$ cat src/rtl/cpu_mem_pkg.sv
// Shared encodings for the program-counter / memory-access unit.
//
// Contents:
//   - mem_cmd encodings  : MNONE, MREAD, MWRITE
//   - pc_sel encodings   : PC_INC, PC_REL, PC_ABS, PC_HOLD
//   - access FSM states  : ST_IDLE, ST_FETCH, ST_DATA
package cpu_mem_pkg;

    localparam logic [1:0] MNONE  = 2'b00;
    localparam logic [1:0] MREAD  = 2'b01;
    localparam logic [1:0] MWRITE = 2'b10;

    typedef enum logic [1:0] {
        PC_INC  = 2'b00,
        PC_REL  = 2'b01,
        PC_ABS  = 2'b10,
        PC_HOLD = 2'b11
    } pc_sel_t;

    typedef enum logic [1:0] {
        ST_IDLE  = 2'b00,
        ST_FETCH = 2'b01,
        ST_DATA  = 2'b10
    } state_t;

endpackage

$ cat src/rtl/load_reg.sv
// Parametrised-width register with load enable.
//
// Parameters:
//   W         - register width
//   RESET_VAL - value taken while rst_n is low
// Ports:
//   clk   in  1  rising-edge clock
//   rst_n in  1  asynchronous, active-low reset
//   en    in  1  load enable; q takes d on the edge when high
//   d     in  W  next value
//   q     out W  registered value
module load_reg #(
    parameter int           W         = 8,
    parameter logic [W-1:0] RESET_VAL = '0
) (
    input  logic         clk,
    input  logic         rst_n,
    input  logic         en,
    input  logic [W-1:0] d,
    output logic [W-1:0] q
);

    always_ff @(posedge clk or negedge rst_n) begin
        if (!rst_n) begin
            q <= RESET_VAL;
        end else if (en) begin
            q <= d;
        end
    end

endmodule

$ cat src/rtl/pc_mem_unit.sv
// Program-counter and memory-access unit.
//
// Owns the PC, the data-address register and the memory address/command
// outputs. Instruction fetches and data accesses are run through a
// ready/wait handshake whose wait is bounded by WAIT_MAX cycles.
//
// Optional feature: define PC_MEM_UNIT_LINK_EN to add a link register
// (ports link_save / link) that captures pc+1 on an accepted pc_update.
//
// Parameters:
//   ADDR_W   - width of pc, data address and mem_addr
//   RESET_PC - pc value after reset
//   WAIT_MAX - maximum cycles spent in an access state (>= 1)
// Ports:
//   clk        in  1       rising-edge clock
//   reset      in  1       asynchronous, active-low reset
//   fetch_req  in  1       instruction read at pc (sampled in IDLE only)
//   data_req   in  1       data access at data address (IDLE only)
//   data_we    in  1       with data_req: 1 write, 0 read
//   load_addr  in  1       load data address from addr_in (not in DATA)
//   addr_in    in  ADDR_W  datapath address
//   pc_update  in  1       apply pc_sel this cycle (not in FETCH)
//   pc_sel     in  2       00 inc, 01 relative, 10 absolute, 11 hold
//   offset     in  ADDR_W  two's-complement relative offset
//   target     in  ADDR_W  absolute target
//   mem_ready  in  1       memory completes the current access
//   mem_cmd    out 2       00 none, 01 read, 10 write
//   mem_addr   out ADDR_W  memory address
//   load_ir    out 1       instruction-register load strobe
//   data_valid out 1       data access complete strobe
//   mem_err    out 1       access aborted on wait timeout
//   busy       out 1       high when not IDLE
//   pc         out ADDR_W  current pc
//   link_save  in  1       (link build) capture pc+1 with pc_update
//   link       out ADDR_W  (link build) saved return address
//   state_dbg  out 2       current FSM state, for observation
module pc_mem_unit
    import cpu_mem_pkg::*;
#(
    parameter int                ADDR_W   = 9,
    parameter logic [ADDR_W-1:0] RESET_PC = '0,
    parameter int                WAIT_MAX = 8
) (
    input  logic              clk,
    input  logic              reset,
    input  logic              fetch_req,
    input  logic              data_req,
    input  logic              data_we,
    input  logic              load_addr,
    input  logic [ADDR_W-1:0] addr_in,
    input  logic              pc_update,
    input  logic [1:0]        pc_sel,
    input  logic [ADDR_W-1:0] offset,
    input  logic [ADDR_W-1:0] target,
    input  logic              mem_ready,
    output logic [1:0]        mem_cmd,
    output logic [ADDR_W-1:0] mem_addr,
    output logic              load_ir,
    output logic              data_valid,
    output logic              mem_err,
    output logic              busy,
    output logic [ADDR_W-1:0] pc,
`ifdef PC_MEM_UNIT_LINK_EN
    input  logic              link_save,
    output logic [ADDR_W-1:0] link,
`endif
    output logic [1:0]        state_dbg
);

    // Memory handshake: while in FETCH or DATA the unit holds mem_cmd and
    // mem_addr stable; the memory finishes the access in any cycle where it
    // raises mem_ready, and that same cycle carries the completion strobe
    // (load_ir or data_valid). If mem_ready has not been seen by the
    // WAIT_MAX-th access cycle, that cycle raises mem_err instead and the
    // access is abandoned. Requests are only looked at in IDLE.

    localparam int                WAIT_W    = $clog2(WAIT_MAX + 1);
    localparam logic [WAIT_W-1:0] WAIT_LAST = WAIT_W'(WAIT_MAX - 1);

    state_t              state_q, state_d;
    logic [WAIT_W-1:0]   wait_q, wait_d;
    logic [ADDR_W-1:0]   daddr;
    logic [ADDR_W-1:0]   pc_next;
    logic                we_q;
    logic                pc_en;
    logic                daddr_en;
    logic                we_en;
    logic                timeout;

    // ---------------------------------------------------------------
    // State and wait-counter registers
    // ---------------------------------------------------------------
    always_ff @(posedge clk or negedge reset) begin
        if (!reset) begin
            state_q <= ST_IDLE;
            wait_q  <= '0;
        end else begin
            state_q <= state_d;
            wait_q  <= wait_d;
        end
    end

    // Last permitted access cycle with no ready from memory.
    assign timeout = (state_q != ST_IDLE) && !mem_ready && (wait_q == WAIT_LAST);

    // ---------------------------------------------------------------
    // Next state and outputs
    // ---------------------------------------------------------------
    always_comb begin
        state_d    = state_q;
        wait_d     = wait_q;
        mem_cmd    = MNONE;
        mem_addr   = pc;
        load_ir    = 1'b0;
        data_valid = 1'b0;
        mem_err    = 1'b0;
        busy       = 1'b0;

        case (state_q)
            ST_IDLE: begin
                // Counter is zero on the first access cycle.
                wait_d = '0;
                if (fetch_req) begin
                    state_d = ST_FETCH;
                end else if (data_req) begin
                    state_d = ST_DATA;
                end
            end

            ST_FETCH: begin
                busy     = 1'b1;
                mem_cmd  = MREAD;
                mem_addr = pc;
                load_ir  = mem_ready;
                mem_err  = timeout;
                if (mem_ready || timeout) begin
                    state_d = ST_IDLE;
                end else begin
                    wait_d = wait_q + WAIT_W'(1);
                end
            end

            ST_DATA: begin
                busy       = 1'b1;
                mem_cmd    = we_q ? MWRITE : MREAD;
                mem_addr   = daddr;
                data_valid = mem_ready;
                mem_err    = timeout;
                if (mem_ready || timeout) begin
                    state_d = ST_IDLE;
                end else begin
                    wait_d = wait_q + WAIT_W'(1);
                end
            end

            default: begin
                state_d = ST_IDLE;
                wait_d  = '0;
            end
        endcase
    end

    assign state_dbg = state_q;

    // ---------------------------------------------------------------
    // PC: frozen during FETCH so the fetched address cannot move.
    // ---------------------------------------------------------------
    always_comb begin
        pc_next = pc;
        case (pc_sel_t'(pc_sel))
            PC_INC:  pc_next = pc + ADDR_W'(1);
            PC_REL:  pc_next = pc + ADDR_W'(1) + offset;
            PC_ABS:  pc_next = target;
            default: pc_next = pc;
        endcase
    end

    assign pc_en = pc_update && (state_q != ST_FETCH);

    load_reg #(.W(ADDR_W), .RESET_VAL(RESET_PC)) u_pc (
        .clk   (clk),
        .rst_n (reset),
        .en    (pc_en),
        .d     (pc_next),
        .q     (pc)
    );

    // ---------------------------------------------------------------
    // Data address: frozen during DATA so the access address is stable.
    // ---------------------------------------------------------------
    assign daddr_en = load_addr && (state_q != ST_DATA);

    load_reg #(.W(ADDR_W), .RESET_VAL('0)) u_daddr (
        .clk   (clk),
        .rst_n (reset),
        .en    (daddr_en),
        .d     (addr_in),
        .q     (daddr)
    );

    // Write flag is captured only when a data request is actually accepted.
    assign we_en = (state_q == ST_IDLE) && !fetch_req && data_req;

    load_reg #(.W(1), .RESET_VAL(1'b0)) u_we (
        .clk   (clk),
        .rst_n (reset),
        .en    (we_en),
        .d     (data_we),
        .q     (we_q)
    );

`ifdef PC_MEM_UNIT_LINK_EN
    // Return address is the pre-update pc plus one.
    load_reg #(.W(ADDR_W), .RESET_VAL('0)) u_link (
        .clk   (clk),
        .rst_n (reset),
        .en    (pc_en && link_save),
        .d     (pc + ADDR_W'(1)),
        .q     (link)
    );
`endif

endmodule

$ cat config.mk
export PLATFORM = sky130hd
export DESIGN_NAME = pc_mem_unit
export DESIGN_NICKNAME = d
export VERILOG_FILES = /design/src/rtl/cpu_mem_pkg.sv /design/src/rtl/load_reg.sv /design/src/rtl/pc_mem_unit.sv
export SDC_FILE = /design/constraint.sdc
export NUM_CORES = 1
export LEC_CHECK = 0
export BUFFER_PORTS_ARGS = -buffer_cell sky130_fd_sc_hd__buf_2
export CAP_MARGIN = 25
export CORE_MARGIN = 3
export CORE_UTILIZATION = 55
export CTS_CLUSTER_DIAMETER = 40
export CTS_CLUSTER_SIZE = 28
export DETAILED_ROUTE_END_ITERATION = 16
export GPL_ROUTABILITY_DRIVEN = 0
export GPL_TIMING_DRIVEN = 0
export PLACE_DENSITY = 0.83
export SLEW_MARGIN = 20
export SYNTH_ARGS = -nofsm -noshare
export SYNTH_HDL_FRONTEND = slang
export SYNTH_SLANG_ARGS = --single-unit
$ cat constraint.sdc
create_clock -name clk -period 6.5 [get_ports clk]
set_input_delay 0.325 -clock clk [delete_from_list [all_inputs] [get_ports clk]]
set_output_delay 0.325 -clock clk [all_outputs]
set_load 0.02 [all_outputs]
==> summary.txt, run 1 <==
Route
  – Routed WL: 4490 um
  – Routed len/inst: around 14 um
  – Vias: 1792
  – DR vias/cell: 5.73
  – Post-DRT Antenna Nets: 0
  – DRT iter0 DRCs: 163
  – Pre-Repair DR Iteration Count: 4
  – # DRC: 0

Placed design
  – Dpl ws: 3.85 ns
  – DP HPWL: 3640 um
  – Port buffer count: between 60 and 70
  – Placed inst area: 0.00231 mm^2

Global routing
  – Total global-route track usage: 0.218
  – Pin count of the biggest net entering global routing: 26
  – Vias in the first global route: 1681
  – Congestion Overflow GR: 0
  – First-pass GRT wire length: 7270 um
  – Initial antenna violation count: 0

Critical path
  – WP data arrival: 2.89 ns
  – Crit path launch type: register
  – Critical Path RT: about 6.7 ns
  – WS Path Type: register to register
  – Crit path max fanout: 5
  – Critical path capture point type: register

Clock tree
  – CTS tree: yes
  – Worst-path clk slew: 0.13 ns
  – Inserted Clock Buffers: 3
  – Clk_lat worst skew: 0.31 ns
  – TritonCTS sink count: 25
  – Root buffer cell: clkbuf_4
  – Max Buffers Root-to-Sink: 2
  – H-tree depth: 1

Synthesis
  – Post-Synthesis Cells: 202
  – Synthesized Nets: 257
  – FFs w/ async S/R, synth: 1.00
  – EDFF count, synth: 0
  – Synthesis Warnings: 0
  – Average cell area after synthesis: 9.62 um^2
  – Sequential share of the synthesized area: 0.322
  – Cell Area, Synth: 0.00194 mm^2
  – Netlist cell types: 44
  – Top_reg_cell synth: dfrtp_1
  – Synthesized flop and latch total: 25

Min path
  – Hold Crit Class: input pin to register

Layout
  – Layout cell share with drive strength beyond 1: 0.346
  – Design Area, Final: 0.00235 mm^2
  – Number of nets in the layout: 325
  – Most common cell after layout, fill and taps aside: buf_2
  – Util after Layout: 0.732
  – Diode count: 0
  – Most frequent cells in the layout: buf_2 (64), dfrtp_1 (25), mux2_2 (19), ha_1 (17), o21ai_0 (14)
  – P&R area growth vs syn: 20.7%

Power and ir drop
  – Peak supply drop: roughly 0.00027 V
  – PD cells: 413 mW/mm^2
  – Lkg Pwr: ~1.2 nW

Floorplan
  – Initial Util: 0.607
  – Die Wd: between 60 and 70 um
  – Height of the die: 65.4 um
  – Cell row count: 20
  – IO Pins: 63
  – Area of the core: roughly 0.0032 mm^2
  – Die area: 0.00428 mm^2

Timing
  – Slew HR: 0.636
  – Final setup skew: 0.00117 ns
  – Actual slew at the worst max-slew pin: approximately 0.55 ns
  – Fin. Hold Viols: 0
  – Fin crit share: 0.410
  – Worst Setup Slack, final: about 3.8 ns
  – Setup Viol. Count Final: 0
  – RSZ-0062 raised after global routing: no
  – Final slew viol count: 0
  – Fin crit period: between 2 and 3 ns
  – TNS Setup: 0 ns
  – Fmax: approximately 0.37 GHz

Outcome
  – Status: complete, no violations

Flow run
  – # Max-Cap Violations: 0
[worst max-delay path, cell delays in order, from the launching register on]
cell and delay [ns]:
dfrtp_1 0.44, ha_1 0.26, and3_4 0.22, xor2_1 0.15, ha_1 0.32, o21ai_0 0.25
a31oi_1 0.11, a311oi_1 0.43, xor2_1 0.13, a41o_1 0.25
[cell families after synthesis]
| group | count (synthesis) | share of synthesized area |
|---|---|---|
| AND/OR/NAND/NOR | 58 | 0.163 |
| AO/OA/AOI/OAI | 44 | 0.152 |
| flip-flops | 25 | 0.322 |
| multiplexers | 23 | 0.131 |
| buffers and inverters | 19 | 0.0380 |
| adder cells (fa/ha/maj) | 18 | 0.120 |
| XOR/XNOR | 15 | 0.0747 |
[state kept, by name (all words and copies together) (netlist names)]
signal     count
wait_q         4
u_pc.q         9
state_dbg      2
u_we.q         1
u_daddr.q      9
[power breakdown]
part	internal, W	total [W]	switching [W]
Sequential	0.000210	0.000274	0.0000639
Clock	0.0000230	0.0000685	0.0000455
Combinational	0.000270	0.000625	0.000355
[layout make-up]
type                            instances  area [um^2]
Buffer                                  7         28.8
Clock buffer                            3         22.5
Clock inverter                          1         5.00
Fill cell                             279          857
Inverter                               12         45.0
Multi-Input combinational cell        158         1240
Sequential cell                        25          626
Tap cell                               44         55.1
Timing Repair Buffer                   63          320
[path summary, 6_finish.rpt]
| path | start | end | slack, ns | cells past startpoint |
|---|---|---|---|---|
| setup / recovery | u_pc.q[0]$_DFFE_PN0P_ | u_pc.q[8]$_DFFE_PN0P_ | 3.83 | 9 |
| hold / removal | addr_in[0] | u_daddr.q[0]$_DFFE_PN0P_ | 0.23 | 2 |
| setup reg to reg | u_pc.q[0]$_DFFE_PN0P_ | u_pc.q[8]$_DFFE_PN0P_ | 3.83 | 9 |
| hold reg to reg | u_daddr.q[7]$_DFFE_PN0P_ | u_daddr.q[7]$_DFFE_PN0P_ | 0.52 | 1 |
| max in group asynchronous | reset | u_pc.q[4]$_DFFE_PN0P_ | 5.63 | 2 |
| min in group asynchronous | reset | wait_q[2]$_DFFE_PN0P_ | 0.52 | 2 |
[routing by layer]
| layer | vias to the layer above | part of all wire | global-route usage |
|---|---|---|---|
| met2 | 72 | 0.51 | 0.394 |
| met5 | - | 0 | 0 |
| met4 | 0 | 0.010 | 0.0363 |
| li1 | 863 | - | - |
| met3 | 8 | 0.067 | 0.0462 |
| met1 | 849 | 0.42 | 0.270 |
[repair_timing]
action / in CTS / in global routing
hold buffers: 1 / 0
resized for setup: 0 / 0
setup buffers: 0 / 0
endpoints found under the hold margin: 25 / 0
[per-stage QoR]
stage	hold slack (ns)	cells	power [W]
after floorplan	0.0294	202	0.000723
after global placement	0.339	308	0.000883
after detailed placement	0.337	308	0.000903
after CTS	0.223	313	0.000972
after global routing	0.210	313	0.00105
final	0.230	313	0.000968
[cell usage after synthesis (2+ instances only)]
master	n	share of area
a32oi_1	2	0.0090
nand3_1	6	0.015
xor2_1	8	0.036
and3_4	3	0.017
a21oi_1	8	0.021
and3_1	3	0.0097
clkbuf_1	5	0.0097
o211ai_1	2	0.0077
nand2_1	12	0.023
ha_1	17	0.11
xnor2_1	6	0.027
buf_2	2	0.0052
mux2i_1	4	0.021
a221oi_1	3	0.014
nand3b_1	2	0.0077
inv_1	12	0.023
mux2_2	19	0.11
o21ai_0	14	0.036
dfrtp_1	25	0.32
a31oi_1	2	0.0064
nor2b_1	8	0.026
and2_1	6	0.019
nor2_1	12	0.023
Note: power is estimated with default switching activity, not from simulation.
==> run 2: changes to the inputs <==
--- a/config.mk
+++ b/config.mk
@@ -5,16 +5,17 @@
 export SDC_FILE = /design/constraint.sdc
 export NUM_CORES = 1
 export LEC_CHECK = 0
+export ABC_AREA = 1
 export BUFFER_PORTS_ARGS = -buffer_cell sky130_fd_sc_hd__buf_2
 export CAP_MARGIN = 25
 export CORE_MARGIN = 3
-export CORE_UTILIZATION = 55
+export CORE_UTILIZATION = 52
 export CTS_CLUSTER_DIAMETER = 40
 export CTS_CLUSTER_SIZE = 28
 export DETAILED_ROUTE_END_ITERATION = 16
 export GPL_ROUTABILITY_DRIVEN = 0
 export GPL_TIMING_DRIVEN = 0
-export PLACE_DENSITY = 0.83
+export PLACE_DENSITY = 0.78
 export SLEW_MARGIN = 20
 export SYNTH_ARGS = -nofsm -noshare
 export SYNTH_HDL_FRONTEND = slang
==> constraint.sdc (replaced) <==
create_clock -name clk -period 2.6 [get_ports clk]
set_input_delay 0.13 -clock clk [delete_from_list [all_inputs] [get_ports clk]]
set_output_delay 0.13 -clock clk [all_outputs]
set_load 0.02 [all_outputs]
==> summary.txt, run 2 <==
Timing
  – Final slew viol count: 0 (unchanged)
  – Fin. Hold Viols: 0 (unchanged)
  – TNS Setup: 0 ns (unchanged)
  – Fin crit share: 0.896 (+0.485)
  – Setup Viol. Count Final: 0 (unchanged)
  – Fmax: 0.429 GHz (+15%)
  – Final setup skew: 0.00132 ns (+0.000142 ns)
  – Actual slew at the worst max-slew pin: 0.549 ns (+0.00369 ns)
  – Fin crit period: 2.33 ns (-0.339 ns)
  – RSZ-0062 raised after global routing: no
  – Slew HR: 0.634 (-0.00246)

Synthesis
  – Sequential share of the synthesized area: 0.309 (-0.0126)
  – Top_reg_cell synth: dfrtp_1
  – Netlist cell types: 33 (-25%)
  – Top post-synthesis cells by area: dfrtp_1 (31%), nand2_1 (13%), ha_1 (11%)
  – Post-Synthesis Cells: 275 (+36%)
  – Average cell area after synthesis: 7.35 um^2 (-24%)
  – Post-synth top area share: 0.309 (-0.0126)
  – Cell Area, Synth: 0.00202 mm^2 (+4.1%)
  – Synthesized Nets: 330 (+28%)
  – Cell with the most instances after synthesis: nand2_1
  – FFs w/ async S/R, synth: 1.00 (unchanged)
  – EDFF count, synth: 0 (unchanged)
  – Synthesis Warnings: 0 (unchanged)
  – Synthesized flop and latch total: 25 (unchanged)
  – Biggest area consumer among synthesized cells: dfrtp_1
  – List of most frequent post-synthesis cells: nand2_1 (70), inv_1 (46), dfrtp_1 (25)

Route
  – Met3 wire len: 282 um (-6.6%)
  – DR vias/cell: 4.96 (-13%)
  – Pre-Repair DR Iteration Count: 4 (unchanged)
  – Post-Route M1 WL: 2100 um (+12%)
  – Vias: 1948 (+8.7%)
  – Routed len/inst: 11.5 um (-20%)
  – # DRC: 0 (unchanged)
  – DRT iter0 DRCs: 79 (-52%)
  – Post-DRT Antenna Nets: 0 (unchanged)
  – Met2 wire length: 2090 um (-8.2%)
  – DR top layer: met4
  – Routed WL: 4520 um (+0.53%)

Global routing
  – Vias in the first global route: 1772 (+5.4%)
  – Initial antenna violation count: 0 (unchanged)
  – First-pass GRT wire length: 7330 um (+0.85%)
  – Total global-route track usage: 0.203 (-0.0154)
  – Congestion Overflow GR: 0 (unchanged)
  – Pin count of the biggest net entering global routing: 26 (unchanged)

Power and ir drop
  – Peak supply drop: 0.000566 V (+110%)
  – Internal power: 0.00128 W (+150%)
  – Lkg Pwr: 1.40 nW (+19%)
  – Switching Fraction: 0.514 (+0.0344)
  – Seq pwr share: 0.252 (-0.031)
  – Net Switching: 0.00135 W (+190%)
  – Share of total power in combinational logic: 0.663 (+0.017)
  – Clock power frac: 0.085 (+0.014)
  – PD cells: 1060 mW/mm^2 (+160%)

Layout
  – Diode count: 0 (unchanged)
  – Most frequent cells in the layout: nand2_1 (70), buf_2 (65), inv_1 (46), dfrtp_1 (25), o21ai_0 (19)
  – P&R area growth vs syn: 22.5%
  – Number of nets in the layout: 401 (+23%)
  – Largest registers: u_daddr.q: 9 flops, u_pc.q: 9 flops, wait_q: 4 flops
  – Layout cell share with drive strength beyond 1: 0.287 (-0.0588)
  – Most common cell after layout, fill and taps aside: nand2_1
  – Design Area, Final: 0.00248 mm^2 (+5.5%)

Min path
  – Hold Crit Class: input pin to register

Floorplan
  – Die Wd: 68.4 um (+4.5%)
  – Initial Util: 0.544 (-0.0625)
  – Area of the core: 0.00372 mm^2 (+16%)
  – IO Pins: 63 (unchanged)
  – Cell row count: 22 (+10%)
  – Die area: 0.00467 mm^2 (+9.1%)
  – Height of the die: 68.4 um (+4.5%)

Placed design
  – DP HPWL: 3780 um (+3.7%)
  – Port buffer count: 62 (unchanged)
  – Placed inst area: 0.00239 mm^2 (+3.6%)

Clock tree
  – TritonCTS sink count: 25 (unchanged)
  – CTS tree: yes
  – Max Buffers Root-to-Sink: 2 (unchanged)
  – Worst-path clk slew: 0.08 ns (-0.05 ns)
  – H-tree depth: 1 (unchanged)
  – Root buffer cell: clkbuf_8
  – Clk_lat worst skew: 0.26 ns (-0.05 ns)
  – Inserted Clock Buffers: 3 (unchanged)

Critical path
  – Crit path max fanout: 5 (unchanged)
  – Critical Path RT: 2.76 ns (-3.96 ns)
  – Critical path capture point type: register
  – WP data arrival: 2.49 ns (-0.40 ns)
  – WS Path Type: register to register
  – Crit path launch type: register

Outcome
  – Status: complete, no violations

Flow run
  – # Max-Cap Violations: 0 (unchanged)
-- run 2: kinds of logic (layout without fill, tap and decap cells) --
group,Yosys count,in the layout,synth area share
flops,25,25,0.309
xor+xnor,5,5,0.0217
mux,11,11,0.0606
fa+ha+maj,18,18,0.115
buf+inv,53,123,0.103
compound gates,51,51,0.142
simple gates,112,112,0.249
-- run 2: layout make-up --
| cell class | instances | area [um^2] |
|---|---|---|
| timing repair buffer | 66 | 343 |
| inverter | 47 | 181 |
| multi-input combinational | 197 | 1190 |
| clock inverter | 1 | 5.00 |
| sequential | 25 | 626 |
| buffer | 6 | 26.3 |
| tap | 48 | 60.1 |
| fill | 363 | 1240 |
| clock buffer | 3 | 41.3 |
-- run 2: repair_timing --
| action | CTS | global route |
|---|---|---|
| hold buffers | 1 | 0 |
| hold endpoints to repair | 25 | 0 |
| setup buffers | 0 | 3 |
| setup endpoints to repair | 0 | 2 |
| resized for setup | 0 | 1 |
-- run 2: metrics by stage --
step | setup WS [ns] | utilization | instances | hold WS [ns] | power (W)
3_5_place_dp | 0.233 | 0.644 | 385 | 0.143 | 0.00237
3_3_place_gp | 0.267 | 0.644 | 385 | 0.142 | 0.00234
2_1_floorplan | 0.345 | - | 275 | -0.166 | 0.00189
4_1_cts | 0.214 | 0.659 | 390 | 0.0879 | 0.00261
5_1_grt | 0.000953 | 0.666 | 393 | 0.0830 | 0.00291
6_report | 0.272 | 0.666 | 393 | 0.0914 | 0.00263
-- run 2: power by group through the flow --
stage / logic (W) / registers, W / clock network [W]
floorplan: 0.00114 / 0.000756 / 0
global placement: 0.00166 / 0.000673 / 0
detailed placement: 0.00169 / 0.000680 / 0
CTS: 0.00170 / 0.000671 / 0.000231
global route: 0.00198 / 0.000683 / 0.000246
finish: 0.00174 / 0.000663 / 0.000223
-- run 2: path summary, 6_finish.rpt --
kind / slack (ns) / depth (start not counted) / to / startpoint
max in group asynchronous: 1.85 / 2 / u_pc.q[8]$_DFFE_PN0P_ / reset
min in group asynchronous: 0.38 / 2 / state_dbg[0]$_DFFE_PN0P_ / reset
min: 0.09 / 2 / u_daddr.q[2]$_DFFE_PN0P_ / addr_in[2]
min reg2reg: 0.51 / 1 / u_daddr.q[3]$_DFFE_PN0P_ / u_daddr.q[3]$_DFFE_PN0P_
max reg2reg: 0.27 / 12 / u_pc.q[7]$_DFFE_PN0P_ / u_pc.q[0]$_DFFE_PN0P_
max: 0.27 / 12 / u_pc.q[7]$_DFFE_PN0P_ / u_pc.q[0]$_DFFE_PN0P_
-- run 2: per-layer routing --
layer / vias up / track usage
li1: 1031 / -
met1: 862 / 0.268
met2: 51 / 0.343
met3: 4 / 0.0411
met4: 0 / 0.0422
met5: - / 0
-- run 2: worst max-delay path, stage by stage (launching register included) --
cell and delay [ns]:
dfrtp_1 0.41, ha_1 0.22, nand2_2 0.10, nor2_4 0.15, xor2_1 0.28, ha_1 0.34, a21o_1 0.21, a21oi_1 0.11
nand2_1 0.08, nor2_1 0.12, o21ai_2 0.07, nand2_1 0.07, nand2_1 0.05
==> run 3: changes to the inputs <==
--- a/config.mk
+++ b/config.mk
@@ -9,13 +9,13 @@
 export BUFFER_PORTS_ARGS = -buffer_cell sky130_fd_sc_hd__buf_2
 export CAP_MARGIN = 25
 export CORE_MARGIN = 3
-export CORE_UTILIZATION = 52
+export CORE_UTILIZATION = 56
 export CTS_CLUSTER_DIAMETER = 40
 export CTS_CLUSTER_SIZE = 28
 export DETAILED_ROUTE_END_ITERATION = 16
 export GPL_ROUTABILITY_DRIVEN = 0
 export GPL_TIMING_DRIVEN = 0
-export PLACE_DENSITY = 0.78
+export PLACE_DENSITY = 0.83
 export SLEW_MARGIN = 20
 export SYNTH_ARGS = -nofsm -noshare
 export SYNTH_HDL_FRONTEND = slang
==> constraint.sdc (replaced) <==
create_clock -name clk -period 3.02 [get_ports clk]
set_input_delay 0.151 -clock clk [delete_from_list [all_inputs] [get_ports clk]]
set_output_delay 0.151 -clock clk [all_outputs]
set_load 0.02 [all_outputs]
==> summary.txt, run 3 (synthesized netlist as in run 2, its figures left out) <==
Outcome
  – Status: complete, no violations

Route
  – DR vias/cell: 5.00 (+0.82%)
  – Post-DRT Antenna Nets: 0 (unchanged)
  – DRT iter0 DRCs: 74 (-6.3%)
  – Routed WL: 4550 um (+0.71%)
  – Pre-Repair DR Iteration Count: 6 (+2)
  – Routed len/inst: 11.7 um (+2.0%)
  – Vias: 1939 (-0.46%)
  – # DRC: 0 (unchanged)

Placed design
  – Port buffer count: 62 (unchanged)
  – Placed inst area: 0.00239 mm^2 (-0.10%)
  – DP HPWL: 3770 um (-0.23%)

Critical path
  – Worst R2R Setup Slack: 0.66 ns (+0.39 ns)
  – Worst R2R End: u_pc.q[7]$_DFFE_PN0P_
  – WS Path Type: register to register
  – Worst reg-to-reg path cell count: 14 (+2)
  – Crit path max fanout: 4 (-1)
  – WP data arrival: 2.57 ns (+0.08 ns)
  – RR Startpoint: u_pc.q[1]$_DFFE_PN0P_
  – Crit path launch type: register
  – Critical path capture point type: register
  – Critical Path RT: 3.23 ns (+0.47 ns)

Timing
  – Final setup skew: 0.00911 ns (+0.00780 ns)
  – Final slew viol count: 0 (unchanged)
  – Fin crit share: 0.782 (-0.113)
  – Fin. Hold Viols: 0 (unchanged)
  – Fin crit period: 2.36 ns (+0.0334 ns)
  – Fmax: 0.423 GHz (-1.4%)
  – RSZ-0062 raised after global routing: no
  – Setup Viol. Count Final: 0 (unchanged)
  – TNS Setup: 0 ns (unchanged)
  – Hold WS: 0.0569 ns (-0.0346 ns)
  – Actual slew at the worst max-slew pin: 0.537 ns (-0.0124 ns)
  – Slew HR: 0.642 (+0.00829)

Floorplan
  – Initial Util: 0.592 (+0.0478)
  – Area of the core: 0.00342 mm^2 (-8.1%)
  – Die Wd: 66.1 um (-3.3%)
  – Height of the die: 66.1 um (-3.3%)
  – IO Pins: 63 (unchanged)
  – Cell row count: 21 (-4.5%)
  – Die area: 0.00437 mm^2 (-6.5%)

Clock tree
  – # resized after CTS: 0 (unchanged)
  – TritonCTS sink count: 25 (unchanged)
  – Clk_lat worst skew: 0.31 ns (+0.05 ns)
  – CTS tree: yes
  – Max Buffers Root-to-Sink: 2 (unchanged)
  – H-tree depth: 1 (unchanged)
  – Worst-path clk slew: 0.13 ns (+0.05 ns)
  – Root buffer cell: clkbuf_4
  – Inserted Clock Buffers: 3 (unchanged)

Global routing
  – Initial antenna violation count: 0 (unchanged)
  – Pin count of the biggest net entering global routing: 26 (unchanged)
  – Total global-route track usage: 0.218 (+0.0155)
  – Congestion Overflow GR: 0 (unchanged)
  – First-pass GRT wire length: 7600 um (+3.7%)
  – Vias in the first global route: 1800 (+1.6%)

Layout
  – Most frequent cells in the layout: nand2_1 (70), buf_2 (65), inv_1 (46), dfrtp_1 (25), o21ai_0 (19)
  – Diode count: 0 (unchanged)
  – Design Area, Final: 0.00243 mm^2 (-2.0%)
  – Layout fillers: 291 (-20%)
  – Area of the multi-input gates: 0.00119 mm^2 (-0.42%)
  – Number of nets in the layout: 398 (-0.75%)
  – Largest registers: u_daddr.q: 9 flops, u_pc.q: 9 flops, wait_q: 4 flops
  – P&R area growth vs syn: 20.0%
  – Layout cell share with drive strength beyond 1: 0.275 (-0.0121)
  – Most common cell after layout, fill and taps aside: nand2_1
  – FF/Latch Area: 626 um^2 (unchanged)

Power and ir drop
  – Lkg Pwr: 1.37 nW (-1.9%)
  – Peak supply drop: 0.000584 V (+3.2%)
  – PD cells: 901 mW/mm^2 (-15%)

Min path
  – WHS Endpoint: u_daddr.q[2]$_DFFE_PN0P_
  – Worst Hold Depth: 2 (unchanged)
  – Hold Crit Class: input pin to register
  – Min-delay src: addr_in[2]

Flow run
  – # Max-Cap Violations: 0 (unchanged)
-- run 3: per-layer routing --
metal	track usage	share of wire	vias to the layer above
met5	0	0	-
met2	0.371	0.47	54
met4	0.0685	0.012	0
met3	0.0255	0.059	6
met1	0.289	0.46	857
li1	-	-	1022
-- run 3: area by class of cell --
type                    count  share of cell area
plain buffers               6              0.0108
inverters                  47              0.0748
multi-input cells         197               0.490
flip-flops and latches     25               0.258
well taps                  46              0.0237
repair buffers             63               0.132
clock buffers               4              0.0108
-- run 3: through the flow --
stage	util	setup slack, ns	total power, W	cells
5_1_grt	0.710	0.342	0.00240	388
2_1_floorplan	-	0.765	0.00163	275
4_1_cts	0.710	0.634	0.00220	388
3_5_place_dp	0.700	0.666	0.00204	383
6_report	0.710	0.658	0.00219	388
3_3_place_gp	0.700	0.709	0.00200	383
-- run 3: critical path: stages, from the launching register on --
cell and delay, ns:
dfrtp_1 0.44, ha_1 0.22, nand2_2 0.09, nor3_1 0.23
xor2_1 0.21, inv_1 0.07, ha_1 0.31, inv_1 0.08
o21bai_1 0.06, a21oi_1 0.12, nand2_1 0.08, nor2_1 0.12
o21ai_2 0.07, nand2_1 0.08, nand2_1 0.06
-- run 3: power breakdown --
part / total (W) / leakage, nW / switching [W] / internal [W]
clock: 0.000144 / 0.0150 / 0.0000928 / 0.0000516
combinational: 0.00147 / 1.04 / 0.000942 / 0.000525
sequential: 0.000575 / 0.310 / 0.000117 / 0.000458
total: 0.00219 / 1.37 / 0.00115 / 0.00103
-- run 3: worst max path at each step --
stage                     slack [ns]                  start               endpoint  cells after the start
after floorplan                 0.77  u_pc.q[1]$_DFFE_PN0P_  u_pc.q[7]$_DFFE_PN0P_                     14
after global placement          0.71  u_pc.q[1]$_DFFE_PN0P_  u_pc.q[7]$_DFFE_PN0P_                     14
after detailed placement        0.67  u_pc.q[1]$_DFFE_PN0P_  u_pc.q[7]$_DFFE_PN0P_                     14
after CTS                       0.63  u_pc.q[1]$_DFFE_PN0P_  u_pc.q[7]$_DFFE_PN0P_                     14
after global routing            0.34  u_pc.q[1]$_DFFE_PN0P_  u_pc.q[8]$_DFFE_PN0P_                     17
final                           0.66  u_pc.q[1]$_DFFE_PN0P_  u_pc.q[7]$_DFFE_PN0P_                     14
-- run 3: what timing repair did --
item	CTS	global route
setup buffers	0	0
endpoints found under the hold margin	25	0
hold buffers	1	0
